$ cat src/rtl/ysyx_22040127_mem_arbiter.sv
// ---------------------------------------------------------------------------
// ysyx_22040127_mem_arbiter
//
// Purpose: shares one memory port between a read-only instruction-fetch (IF)
// requester and a read/write data (D) requester. Only one transaction is
// outstanding at a time. The controller moves through IDLE -> ISSUE -> WAIT
// and then back to IDLE.
//
// Transaction flow:
//   IDLE  : pick an owner, latch its fields, and pulse that owner's gnt for
//           that one cycle.
//   ISSUE : drive mem_req with the latched fields until mem_gnt.
//   WAIT  : hold until mem_rvalid. If mem_rvalid never arrives, the
//           transaction ends in an error completion after TIMEOUT_CYC cycles.
//           The timeout counts cycles spent in ISSUE and WAIT together.
//
// Parameters:
//   TIMEOUT_CYC : cycles in ISSUE+WAIT before an error completion
//   AW          : address width
//
// Ports:
//   clk, rst                          clock (rising edge); async active-high reset
//   if_req/if_addr                    fetch request (read only)
//   if_gnt/if_rvalid/if_rdata/if_err  fetch grant and completion
//   d_req/d_we/d_addr/d_wdata/d_wmask data request (read or write)
//   d_gnt/d_rvalid/d_rdata/d_err      data grant and completion
//   mem_req/mem_we/mem_addr/mem_wdata/mem_wmask  shared memory request
//   mem_gnt/mem_rvalid/mem_rdata      shared memory handshake and response
//
// Configuration macro:
//   YSYX_22040127_ARB_RR_EN : when defined, simultaneous requests alternate,
//                             preferring the requester not granted last.
//                             When undefined, the data requester has fixed
//                             priority.
// ---------------------------------------------------------------------------
module ysyx_22040127_mem_arbiter #(
    parameter int TIMEOUT_CYC = 255,
    parameter int AW          = 64
) (
    input  logic          clk,
    input  logic          rst,
    input  logic          if_req,
    input  logic [AW-1:0] if_addr,
    output logic          if_gnt,
    output logic          if_rvalid,
    output logic [63:0]   if_rdata,
    output logic          if_err,
    input  logic          d_req,
    input  logic          d_we,
    input  logic [AW-1:0] d_addr,
    input  logic [63:0]   d_wdata,
    input  logic [7:0]    d_wmask,
    output logic          d_gnt,
    output logic          d_rvalid,
    output logic [63:0]   d_rdata,
    output logic          d_err,
    output logic          mem_req,
    output logic          mem_we,
    output logic [AW-1:0] mem_addr,
    output logic [63:0]   mem_wdata,
    output logic [7:0]    mem_wmask,
    input  logic          mem_gnt,
    input  logic          mem_rvalid,
    input  logic [63:0]   mem_rdata
);

    // The counter must hold TIMEOUT_CYC and is never narrower than 8 bits.
    localparam int CW_RAW = $clog2(TIMEOUT_CYC + 1);
    localparam int CW     = (CW_RAW > 8) ? CW_RAW : 8;
    localparam logic [CW-1:0] CNT_ONE   = {{(CW-1){1'b0}}, 1'b1};
    localparam logic [CW-1:0] CNT_LIMIT = CW'(TIMEOUT_CYC);

    localparam logic OWN_IF = 1'b0;
    localparam logic OWN_D  = 1'b1;

    typedef enum logic [1:0] {
        ST_IDLE  = 2'd0,
        ST_ISSUE = 2'd1,
        ST_WAIT  = 2'd2
    } state_e;

    state_e          state_q, state_d;
    logic [CW-1:0]   cnt_q, cnt_d;
    logic            owner_q, owner_d;
    logic            we_q, we_d;
    logic [AW-1:0]   addr_q, addr_d;
    logic [63:0]     wdata_q, wdata_d;
    logic [7:0]      wmask_q, wmask_d;

    logic            pick_d_s;
    logic            grant_s;
    logic            timeout_s;
    logic            done_ok_s;
    logic            done_err_s;
    logic            done_s;

`ifdef YSYX_22040127_ARB_RR_EN
    // The pointer records the last owner granted. It resets to IF, so the
    // first contended grant goes to the data requester.
    logic            rr_q, rr_d;

    // Alternating arbitration: on contention, pick the requester not granted last.
    always_comb begin
        pick_d_s = 1'b0;
        if (if_req && d_req) begin
            pick_d_s = (rr_q == OWN_IF);
        end else begin
            pick_d_s = d_req;
        end
    end
`else
    // Fixed-priority arbitration: the data requester wins any contention.
    always_comb begin
        pick_d_s = d_req;
    end
`endif

    // Derived control: grant qualification, timeout, and completion.
    // The grant is gated by rst so that every output stays low while reset is
    // held, even if requesters keep their req asserted.
    always_comb begin
        grant_s    = (state_q == ST_IDLE) && (if_req || d_req) && !rst;
        timeout_s  = (state_q != ST_IDLE) && (cnt_q == CNT_LIMIT);
        done_ok_s  = (state_q == ST_WAIT) && mem_rvalid;
        done_err_s = timeout_s && !done_ok_s;
        done_s     = done_ok_s || done_err_s;
    end

    // Next-state logic, latching of the winner's fields, and counter update.
    always_comb begin
        state_d = state_q;
        cnt_d   = cnt_q;
        owner_d = owner_q;
        we_d    = we_q;
        addr_d  = addr_q;
        wdata_d = wdata_q;
        wmask_d = wmask_q;
`ifdef YSYX_22040127_ARB_RR_EN
        rr_d    = rr_q;
`endif
        case (state_q)
            ST_IDLE: begin
                // Clearing here means the counter reads 0 in the first ISSUE cycle.
                cnt_d = {CW{1'b0}};
                if (grant_s) begin
                    state_d = ST_ISSUE;
                    owner_d = pick_d_s;
`ifdef YSYX_22040127_ARB_RR_EN
                    rr_d    = pick_d_s;
`endif
                    if (pick_d_s) begin
                        we_d    = d_we;
                        addr_d  = d_addr;
                        wdata_d = d_wdata;
                        wmask_d = d_wmask;
                    end else begin
                        we_d    = 1'b0;
                        addr_d  = if_addr;
                        wdata_d = d_wdata;
                        wmask_d = 8'h00;
                    end
                end else begin
                    state_d = ST_IDLE;
                end
            end
            ST_ISSUE: begin
                cnt_d = cnt_q + CNT_ONE;
                if (timeout_s) begin
                    state_d = ST_IDLE;
                end else if (mem_gnt) begin
                    state_d = ST_WAIT;
                end else begin
                    state_d = ST_ISSUE;
                end
            end
            ST_WAIT: begin
                cnt_d = cnt_q + CNT_ONE;
                if (done_s) begin
                    state_d = ST_IDLE;
                end else begin
                    state_d = ST_WAIT;
                end
            end
            default: begin
                state_d = ST_IDLE;
                cnt_d   = {CW{1'b0}};
            end
        endcase
    end

    // State and transaction registers; reset abandons any transaction in flight.
    always_ff @(posedge clk or posedge rst) begin
        if (rst) begin
            state_q <= ST_IDLE;
            cnt_q   <= {CW{1'b0}};
            owner_q <= OWN_IF;
            we_q    <= 1'b0;
            addr_q  <= {AW{1'b0}};
            wdata_q <= 64'h0;
            wmask_q <= 8'h00;
`ifdef YSYX_22040127_ARB_RR_EN
            rr_q    <= OWN_IF;
`endif
        end else begin
            state_q <= state_d;
            cnt_q   <= cnt_d;
            owner_q <= owner_d;
            we_q    <= we_d;
            addr_q  <= addr_d;
            wdata_q <= wdata_d;
            wmask_q <= wmask_d;
`ifdef YSYX_22040127_ARB_RR_EN
            rr_q    <= rr_d;
`endif
        end
    end

    // Requester-facing and memory-facing outputs.
    // rdata follows mem_rdata and is qualified only by rvalid. The one
    // exception is an error completion, where rdata is forced to 0.
    always_comb begin
        if_gnt    = grant_s && !pick_d_s;
        d_gnt     = grant_s && pick_d_s;
        if_rvalid = done_s && (owner_q == OWN_IF);
        d_rvalid  = done_s && (owner_q == OWN_D);
        if_err    = done_err_s && (owner_q == OWN_IF);
        d_err     = done_err_s && (owner_q == OWN_D);
        if (done_err_s) begin
            if_rdata = 64'h0;
            d_rdata  = 64'h0;
        end else begin
            if_rdata = mem_rdata;
            d_rdata  = mem_rdata;
        end
        mem_req   = (state_q == ST_ISSUE);
        mem_we    = we_q;
        mem_addr  = addr_q;
        mem_wdata = wdata_q;
        mem_wmask = wmask_q;
    end

endmodule
$ cat config.mk
export PLATFORM = sky130hd
export DESIGN_NAME = ysyx_22040127_mem_arbiter
export DESIGN_NICKNAME = d
export VERILOG_FILES = /design/src/rtl/ysyx_22040127_mem_arbiter.sv
export SDC_FILE = /design/constraint.sdc
export NUM_CORES = 1
export LEC_CHECK = 0
export CAP_MARGIN = 10
export CORE_AREA = 2 2 209 211
export DETAILED_ROUTE_END_ITERATION = 8
export DIE_AREA = 0 0 211 213
export PLACE_DENSITY = 0.58
export SYNTH_ARGS = -nofsm -noshare
export SYNTH_HDL_FRONTEND = slang
export SYNTH_SLANG_ARGS = --single-unit
$ cat constraint.sdc
create_clock -name clk -period 12.14 [get_ports clk]
set_input_delay 2.428 -clock clk [delete_from_list [all_inputs] [get_ports clk]]
set_output_delay 2.428 -clock clk [all_outputs]
set_load 0.01 [all_outputs]
# After elaboration in Yosys (flattened, before gate mapping)
# Cells that the tools add are included.
# totals
register_bits,148
out_inout_bits,272
elab_cells,42
# op_classes
n_reduce_logical,20
bitwise_logic,1
add_sub_neg,1
eq_ne,3
muxes,10
# ops
cell,count
$mux W64,2
$mux W8,2
$logic_and A1 B1 Y1,11
$add A8 B1 Y8 const B,1
$eq A8 B8 Y1 const B,1
$mux W2,3
$pmux W2 S3,1
$logic_not A1 Y1,3
$eq A2 B1 Y1 const B,1
$eq A2 B2 Y1 const B,1
$logic_not A2 Y1,1
$logic_or A1 B1 Y1,2
$mux W1,2
$reduce_and A2 Y1,1
$reduce_bool A2 Y1,1
$reduce_or A2 Y1,1
$not A1 Y1,1

# Longest topological paths before layout
# logic_depth
depth_word,7
ltp_mapped,8
ltp_nobuf,5

# Worst setup path after synthesis
# No wires, ideal clock.
# synth_timing
path_type,input-to-output
start,in rst
end,out d_gnt
arrival_time_ns,6.358
required_time_ns,9.712
stages,4
path_slack_ns,3.354
path_cell_list,inv_1 > and3_1 > buf_2 > buf_2
# synth_between
elab_chain_len,3
# synth_rtl
element,line,rtl
from (decl),41,"input logic rst,"
$logic_not A1 Y1 (no line),-,
$logic_and A1 B1 Y1,122,grant_s = (state_q == ST_IDLE) && (if_req || d_req) && !rst;
$logic_and A1 B1 Y1,223,d_gnt = grant_s && pick_d_s;
to (decl),53,"output logic d_gnt,"
# Every way passes these cells.

# Worst setup path after layout
# Ends and elaborated chain as after synthesis.

==> out/results.txt <==
total CTS buffers: 17
Layout Utilization: 31.30%
status: finished clean
Die X: 211 um
Hold Crit Start: mem_wdata[32]
EDFF count, synth: 0
syn avg cell area: 11.33 um^2
clk root buf: clkbuf_16
asr flop ratio synth: 100.0%
maximum VDD drop: 169.3 uV
reg-to-reg slack, setup: 8310 ps
Fin Setup TNS: 0 ps
global-route wire length before repair: 48060 um
post-synthesis sequential area ratio: 50.94%
clk_lat worst skew: 460 ps
grt met2 use: 25.79%
initial antenna violation count: 13
H-tree depth: 4
worst reg-to-reg path cell count: 7
RR Startpoint: state_q[0]
layout cells sized above 1: 10.27%
DIE HEIGHT: 213 um
nets@finish: 1375
CTS Buffer Depth: 2
area delta synth->final: 83.81%
via count: 6939
DRT antenna net count: 0
Synth Instances: 642
most used routing layer: met2
clock share of power: 20.6%
#FFs+latches synth: 148
grt met3 use: 5.589%
clock slew seen by the registers of the worst setup and hold paths: 60 ps
Logic pwr share: 46.8%
Critical R2R Capture: mem_wdata[14]
final wirelength: 34560 um
Worst setup EP type: output pin
# DRC: 0
TritonCTS Sinks: 148
Mapped Nets: 918
Pwr Density: 198.2 mW/mm^2
GPL Wtd Cong: 0.7850
area of the multi-input gates: 0.002606 mm^2
Int Pwr: 0.001789 W
Switch Pwr: 0.0008600 W
Setup CP Type: input pin to output pin
dominant synthesized flop cell: dfrtp_1
Least-Margin Pin Slew: 1024 ps
CP max FO: 75
max-cap viol count: 0
Synth warnings: 0
Final setup violation count: 0
setup ws final: 4835 ps
Worst EP arrival: 4880 ps
hold endpoint: mem_wdata[32]
endpoints failing hold: 0
Fill cells: 4431
# rows: 76
Flop pwr share: 32.5%
most common cell after layout, fill and taps aside: clkdlybuf4s50_1
WP data required: 9710 ps
Core ar.: 0.04270 mm^2
grt met1 use: 15.59%
Mapped Area: 0.007271 mm^2
Netlist cell types: 38
DR WL/cell: 20.78 um
Port Buffers: 542
HPWL Detailed: 26300 um
fin crit period: 7305 ps
DR iter-0 viols: 318
hold_buf cts: 0
FF+latch area: 0.003704 mm^2
P_leak: 5.455 nW
GRT Total Usage: 14.83%
vias per cell: 4.173
fmax: 0.1369 GHz
initial core utilization: 17.03%
Slew HR: 31.75%
unrepaired setup endpoints after global routing: false
pre-CTS setup slack: 4794 ps
vias in the first global route: 7178
Sw Ratio: 32.47%
Worst Clk Skew: 12.13 ps
worst hold path type: register to register
Die ar.: 0.04494 mm^2
IO Count: 543
Startpoint Class: input pin
DRT Pass-1 Iters: 4
cts repair resizes: 0
CTS tree: built
post-CTS setup buffer count: 0
share of the cycle needed by the critical path after routing: 60.17%
Slew Viols, Final: 0
Hold Crit Depth: 1
most frequent cells in the layout: 541 x clkdlybuf4s50_1, 148 x dfrtp_1, 67 x inv_1
grt ovf: 0
largest net degree at the start of global routing: 76
[power groups by stage]
stage | Sequential, W | Clock (W) | Combinational, W
after floorplan | 0.000957 | 0 | 0.000422
after CTS | 0.000863 | 0.000570 | 0.00126
after global routing | 0.000891 | 0.000588 | 0.00131
after detailed placement | 0.000865 | 0 | 0.00126
final | 0.000862 | 0.000547 | 0.00124
after global placement | 0.000856 | 0 | 0.00125
[sequential cells by signal (all words and copies together) (netlist names)]
register   flops
mem_addr      64
cnt_q          8
mem_we         1
owner_q        1
state_q        2
mem_wmask      8
mem_wdata     64
[metrics by stage]
step	hold slack (ps)	instance area, um^2	power [W]	std cells
after floorplan	470.7	7271	0.001379	642
after global placement	486.3	12750	0.002104	1626
after detailed placement	493.7	12750	0.002121	1626
after CTS	507.0	13350	0.002695	1656
after global routing	514.8	13360	0.002793	1663
final	504.6	13360	0.002649	1663
[per-layer routing]
| layer | vias to the layer above | routed length (um) |
|---|---|---|
| li1 | 3141 | - |
| met1 | 3379 | 12730 |
| met2 | 375 | 18100 |
| met3 | 40 | 2909 |
| met4 | 4 | 797 |
| met5 | - | 27 |
[final cells by class]
type / instances / share of cell area [%]
timing repair buffer: 552 / 41.12
antenna: 7 / 0.1311
sequential: 148 / 27.71
multi-input combinational: 311 / 19.50
tap: 546 / 5.112
inverter: 69 / 1.975
clock buffer: 22 / 3.698
clock inverter: 8 / 0.7490
[Yosys cell counts, drive strengths merged, types with 2 or more instances]
master | count | area [um^2]
nand3 | 4 | 20.02
a21boi | 4 | 30.03
nor2b | 65 | 406.6
nor2 | 2 | 7.510
clkbuf | 20 | 75.07
ha | 5 | 62.56
buf | 94 | 645.6
nand2 | 2 | 7.510
nor4 | 63 | 394.1
mux2 | 64 | 720.7
a221o | 64 | 640.6
inv | 69 | 259.0
o21ai | 3 | 15.01
xnor2 | 2 | 17.52
and2 | 5 | 31.28
a22o | 9 | 78.83
dfrtp | 148 | 3704
or3 | 3 | 18.77
[logic make-up after synthesis]
kind of cell / share of synthesized area [%]
DFF: 50.94
xor gates and xnor gates: 0.3614
AOI/OAI and AO/OA: 11.13
muxes: 9.912
and+or+nand+nor: 13.32
adders and majority gates: 0.8604
buffers and inverters: 13.47
[critical path, cell delays in order]
cell and delay (ps):
clkdlybuf4s50_1 490, inv_6 220, and3_4 210, buf_4 770
clkdlybuf4s50_1 720
[worst max-delay path by stage]
stage	startpoint	end	slack (ps)
global route	rst	d_gnt	4720
finish	rst	d_gnt	4840
floorplan	rst	d_gnt	3350
global placement	rst	d_gnt	4820
detailed placement	rst	d_gnt	4790
CTS	rst	d_gnt	4790
Note: power is estimated with default switching activity, not from simulation.
==> RTL edit 1, RTL diff (config.mk and constraints unchanged) <==
`wdata_q` no longer has a reset.
--- a/src/rtl/ysyx_22040127_mem_arbiter.sv
+++ b/src/rtl/ysyx_22040127_mem_arbiter.sv
@@ -197,5 +197,4 @@
             we_q    <= 1'b0;
             addr_q  <= {AW{1'b0}};
-            wdata_q <= 64'h0;
             wmask_q <= 8'h00;
 `ifdef YSYX_22040127_ARB_RR_EN
@@ -208,5 +207,4 @@
             we_q    <= we_d;
             addr_q  <= addr_d;
-            wdata_q <= wdata_d;
             wmask_q <= wmask_d;
 `ifdef YSYX_22040127_ARB_RR_EN
@@ -214,4 +212,8 @@
 `endif
         end
+    end
+
+    always_ff @(posedge clk) begin
+        wdata_q <= wdata_d;
     end
 
Behaviour: differs if rst is asserted again (counterexample within 4 cycles, from zero or initial values and one cycle with rst high); with rst held inactive, the same outputs for 4 cycles.
==> RTL edit 1 against the unedited design <==
- synthesized area shrank 7.3%
- wire length down 2.9%
- clock power is 3.8% lower
- sequential cell count did not move
- design area shrank 4.0%
- fmax shrank 5.2%
- total power decreased by 15%
- clock skew increased by 0.0017 ns
- synthesized cell count fell by 20%
- worst hold slack improved by 0.0021 ns
- final cell count shrank 7.6%
- largest power group unchanged
- setup slack got worse by 0.40 ns
==> RTL edit 1: results <==
run_status:
  status: "complete, no violations"
finish:
  drive_above_1_share: 0.04878
  nets: 1247
power_and_ir_drop:
  p_total_mw: 2.246
  vdd_drop_max_mv: 0.1297
  p_leak_nw: 4.686
  switchingPower_mw: 0.7233
global_routing:
  use_met1: 0.1414
  antenna_found_initial: 17
  met3_usage: 0.05163
  grt_usage: 0.1452
  grt_first_pass_wirelength_um: 45380
  met2_usage: 0.2769
  grt_max_degree: 78
  grt_pass1_vias: 6445
drt:
  drt_iter0_markers: 386
  routed_wl_um: 33570
  dr_wl_met3_um: 2771
  vias: 6269
  via_per_inst: 4.079
  met2_length_um: 18550
  top_layer: "met5"
  firstDrtPassIters: 4
  wl_met1_um: 11270
logic_synthesis:
  synth.area.top_cells: "dfrtp_1 31%, edfxtp_1 29%, a221o_1 9.5%, nor4b_1 8.3%, buf_4 7.3%"
  syn-num-nets: 787
  ys_types: 35
  yosys-top-cells-count: "84 x dfrtp_1, 66 x buf_4, 66 x nor2b_1"
  synth_xor_area_frac: 0.003897
  yosysWarnings: 0
  synth_flop_cell: "dfrtp_1"
  synth_mux_area_frac: 0
  synth_adder_area_share: 0.009278
  yosysSeqAreaShare: 0.5968
  avgSynthCellArea_sq_um: 13.20
  synth-async-reset-ratio: 0.5676
  synth_compound_area_frac: 0.1173
  synth-edff-count: 64
placement:
  port_buffers: 542
  dpl.hpwl_um: 26890
  placed_cells: 1498
  place.gp.congestion: 0.7625
clock_tree:
  insertion_delay_ns: 0.45
  htree_levels: 4
  ctsResizeCount: 0
  cts_setup_buffers: 0
  path_clk_slew_ns: 0.06
  cts-root-buf: "clkbuf_16"
  cts-buffers-inserted: 17
  clockBufferDepth: 2
sta:
  clock_skew_ns: 0.01386
  worstMarginPinSlew_ns: 0.9380
setup_path:
  worstPathArrival_ns: 5.28
  crit_fanout: 77
hold_path:
  min_path_type: "reg -> reg"
==> RTL edit 1: worst max-delay path: stages <==
cell and delay [ns]:
clkdlybuf4s50_1 0.53, nand2b_2 0.14, buf_4 0.59, or2_4 0.23, buf_4 0.69, nor2_1 0.07
clkdlybuf4s50_1 0.51
==> RTL edit 1: layout make-up <==
type	count	area, sq um
Tap cell	546	683.2
Antenna cell	7	17.52
Timing Repair Buffer	550	5480
Fill cell	4435	29860
Sequential cell	148	4024
Clock buffer	22	474.2
Multi-Input combinational cell	248	2032
Clock inverter	10	96.34
Inverter	6	25.02
==> RTL edit 1: worst paths after layout <==
kind,slack [ns],to,cells after the start,startpoint
setup / recovery,4.43,if_gnt,7,rst
hold / removal,0.51,mem_wmask[1],1,mem_wmask[1]
max in group asynchronous,8.62,cnt_q[4],3,rst
min in group asynchronous,2.41,mem_addr[32],2,rst
hold reg to reg,0.51,mem_wmask[1],1,mem_wmask[1]
setup reg to reg,8.76,mem_wdata[11],8,state_q[0]
==> RTL edit 1: power by group through the flow <==
stage	sequential [mW]	combinational [mW]	clock [mW]
after global routing	0.819	0.980	0.566
after floorplan	0.868	0.300	0
after CTS	0.800	0.942	0.550
after detailed placement	0.802	0.943	0
final	0.799	0.921	0.526
after global placement	0.802	0.934	0
==> RTL edit 1: per-stage QoR <==
step	setup slack, ns	util	instance area (sq um)
CTS	4.417	0.3001	12810
finish	4.433	0.3006	12830
global placement	4.429	0.2868	12240
global route	4.299	0.3003	12820
floorplan	4.647	-	6743
detailed placement	4.413	0.2868	12240
==> RTL edit 1: kinds of logic after synthesis <==
group	after synthesis
and+or+nand+nor	156
DFF	148
buffers and inverters	115
AOI/OAI and AO/OA	84
adders and majority gates	5
xor gates and xnor gates	3
==> RTL edit 2, RTL diff (same settings) <==
Made on the original files. The option `YSYX_22040127_ARB_RR_EN` is turned on by a define.
--- a/src/rtl/ysyx_22040127_mem_arbiter.sv
+++ b/src/rtl/ysyx_22040127_mem_arbiter.sv
@@ -34,4 +34,6 @@
 //                             priority.
 // ---------------------------------------------------------------------------
+`define YSYX_22040127_ARB_RR_EN
+
 module ysyx_22040127_mem_arbiter #(
     parameter int TIMEOUT_CYC = 255,
Check against the original RTL: not equivalent (Yosys sat finds a counterexample within 4 cycles, from zero or initial values and one cycle with rst high).
==> RTL edit 2 against the unedited design <==
- register-to-register slack improved by 1.1 ns
- first-iteration DRC count fell by 22%
- largest cell class unchanged
- synthesized area rose by 0.55%
- wire length fell by 6.2%
- total power barely moved
- setup slack improved by 0.064 ns
- design area fell by 0.17%
- largest power group unchanged
- sequential cell count did not move
- sequential share of layout area barely moved
- via count fell by 4.0%
- count of clock-buffer cells in the layout fell by 4
==> RTL edit 2: results <==
finish:
  antenna_cells: 6
  seq_share: 0.2776
  nets: 1311
  buffers: 550
  clockBufferCount: 18
  multi_input_area_sq_mm: 0.002856
  buf_share: 0.4108
  multi_input_cells: 313
  instances_no_fill: 1599
  inv_count: 5
  clkCellAreaFrac: 0.04342
  nFillCells: 4386
logic_synthesis:
  yosys-top-cells-count: "148 x dfrtp_1, 74 x buf_4, 65 x nor2b_1"
  ys_types: 37
  synth_compound_area_frac: 0.1094
  syn_inst: 581
  synth-async-reset-ratio: 1.000
  synth_xor_area_frac: 0.003594
  synth_mux_area_frac: 0.09858
  synth_adder_area_share: 0.008557
  syn-num-nets: 857
  synth.area.top_cells: "dfrtp_1 51%, mux2_2 9.9%, a221o_1 8.8%, and4b_1 8.8%, buf_4 7.6%"
  yosysSeqAreaShare: 0.5066
global_routing:
  grt_usage: 0.1397
  grt_pass1_vias: 6955
  grt_max_degree: 92
  use_met1: 0.1471
  met3_usage: 0.04530
  grt_first_pass_wirelength_um: 45480
  met2_usage: 0.2565
  antenna_found_initial: 11
drt:
  top_layer: "met4"
  via_per_inst: 4.166
  dr_wl_met3_um: 2234
  routed_wl_um: 32420
  met2_length_um: 17200
  drt_iter0_markers: 247
  wl_met1_um: 12170
run_status:
  status: "complete, no violations"
placement:
  dpl.hpwl_um: 24780
  place.gp.congestion: 0.7978
  dp_slack_ns: 4.870
hold_path:
  hp-start: "mem_wdata[33]"
sta:
  clock_skew_ns: 0.01069
  relSlewSlack: 0.2964
setup_path:
  worstPathArrival_ns: 4.81
  crit_fanout: 67
  r2r_start: "state_q[1]"
  slowest_delay_ns: 0.63
  critical-path-slowest-cell: "clkdlybuf4s50_1"
power_and_ir_drop:
  switchingPower_mw: 0.8649
  vdd_drop_max_mv: 0.09839
  clock_power_mw: 0.538
  p_leak_nw: 5.453
[RTL edit 2: changes by cell type in the layout (fill, tap and decap cells not counted), moves of 2 or more]
cell / change
inv_6: +2
nor4_1: -63
buf_4: -2
and4b_1: +64
clkbuf_8: -5
inv_1: -63
clkinv_4: +3
[RTL edit 2: through the flow]
| step | hold slack (ns) | total power [mW] | instance area (sq um) |
|---|---|---|---|
| after floorplan | 0.4707 | 1.405 | 7311 |
| after global placement | 0.4885 | 2.129 | 12750 |
| after detailed placement | 0.4909 | 2.139 | 12750 |
| after CTS | 0.5069 | 2.702 | 13330 |
| after global routing | 0.5225 | 2.808 | 13340 |
| final | 0.5047 | 2.651 | 13340 |
[RTL edit 2: final timing paths]
kind	endpoint	slack (ns)	depth (start not counted)
worst max-delay path	d_gnt	4.90	5
worst min-delay path	mem_wdata[33]	0.50	1
worst max register to register	mem_addr[56]	9.40	7
worst min register to register	mem_wdata[33]	0.50	1
max in group asynchronous	mem_addr[7]	8.16	3
min in group asynchronous	mem_wdata[15]	2.60	2
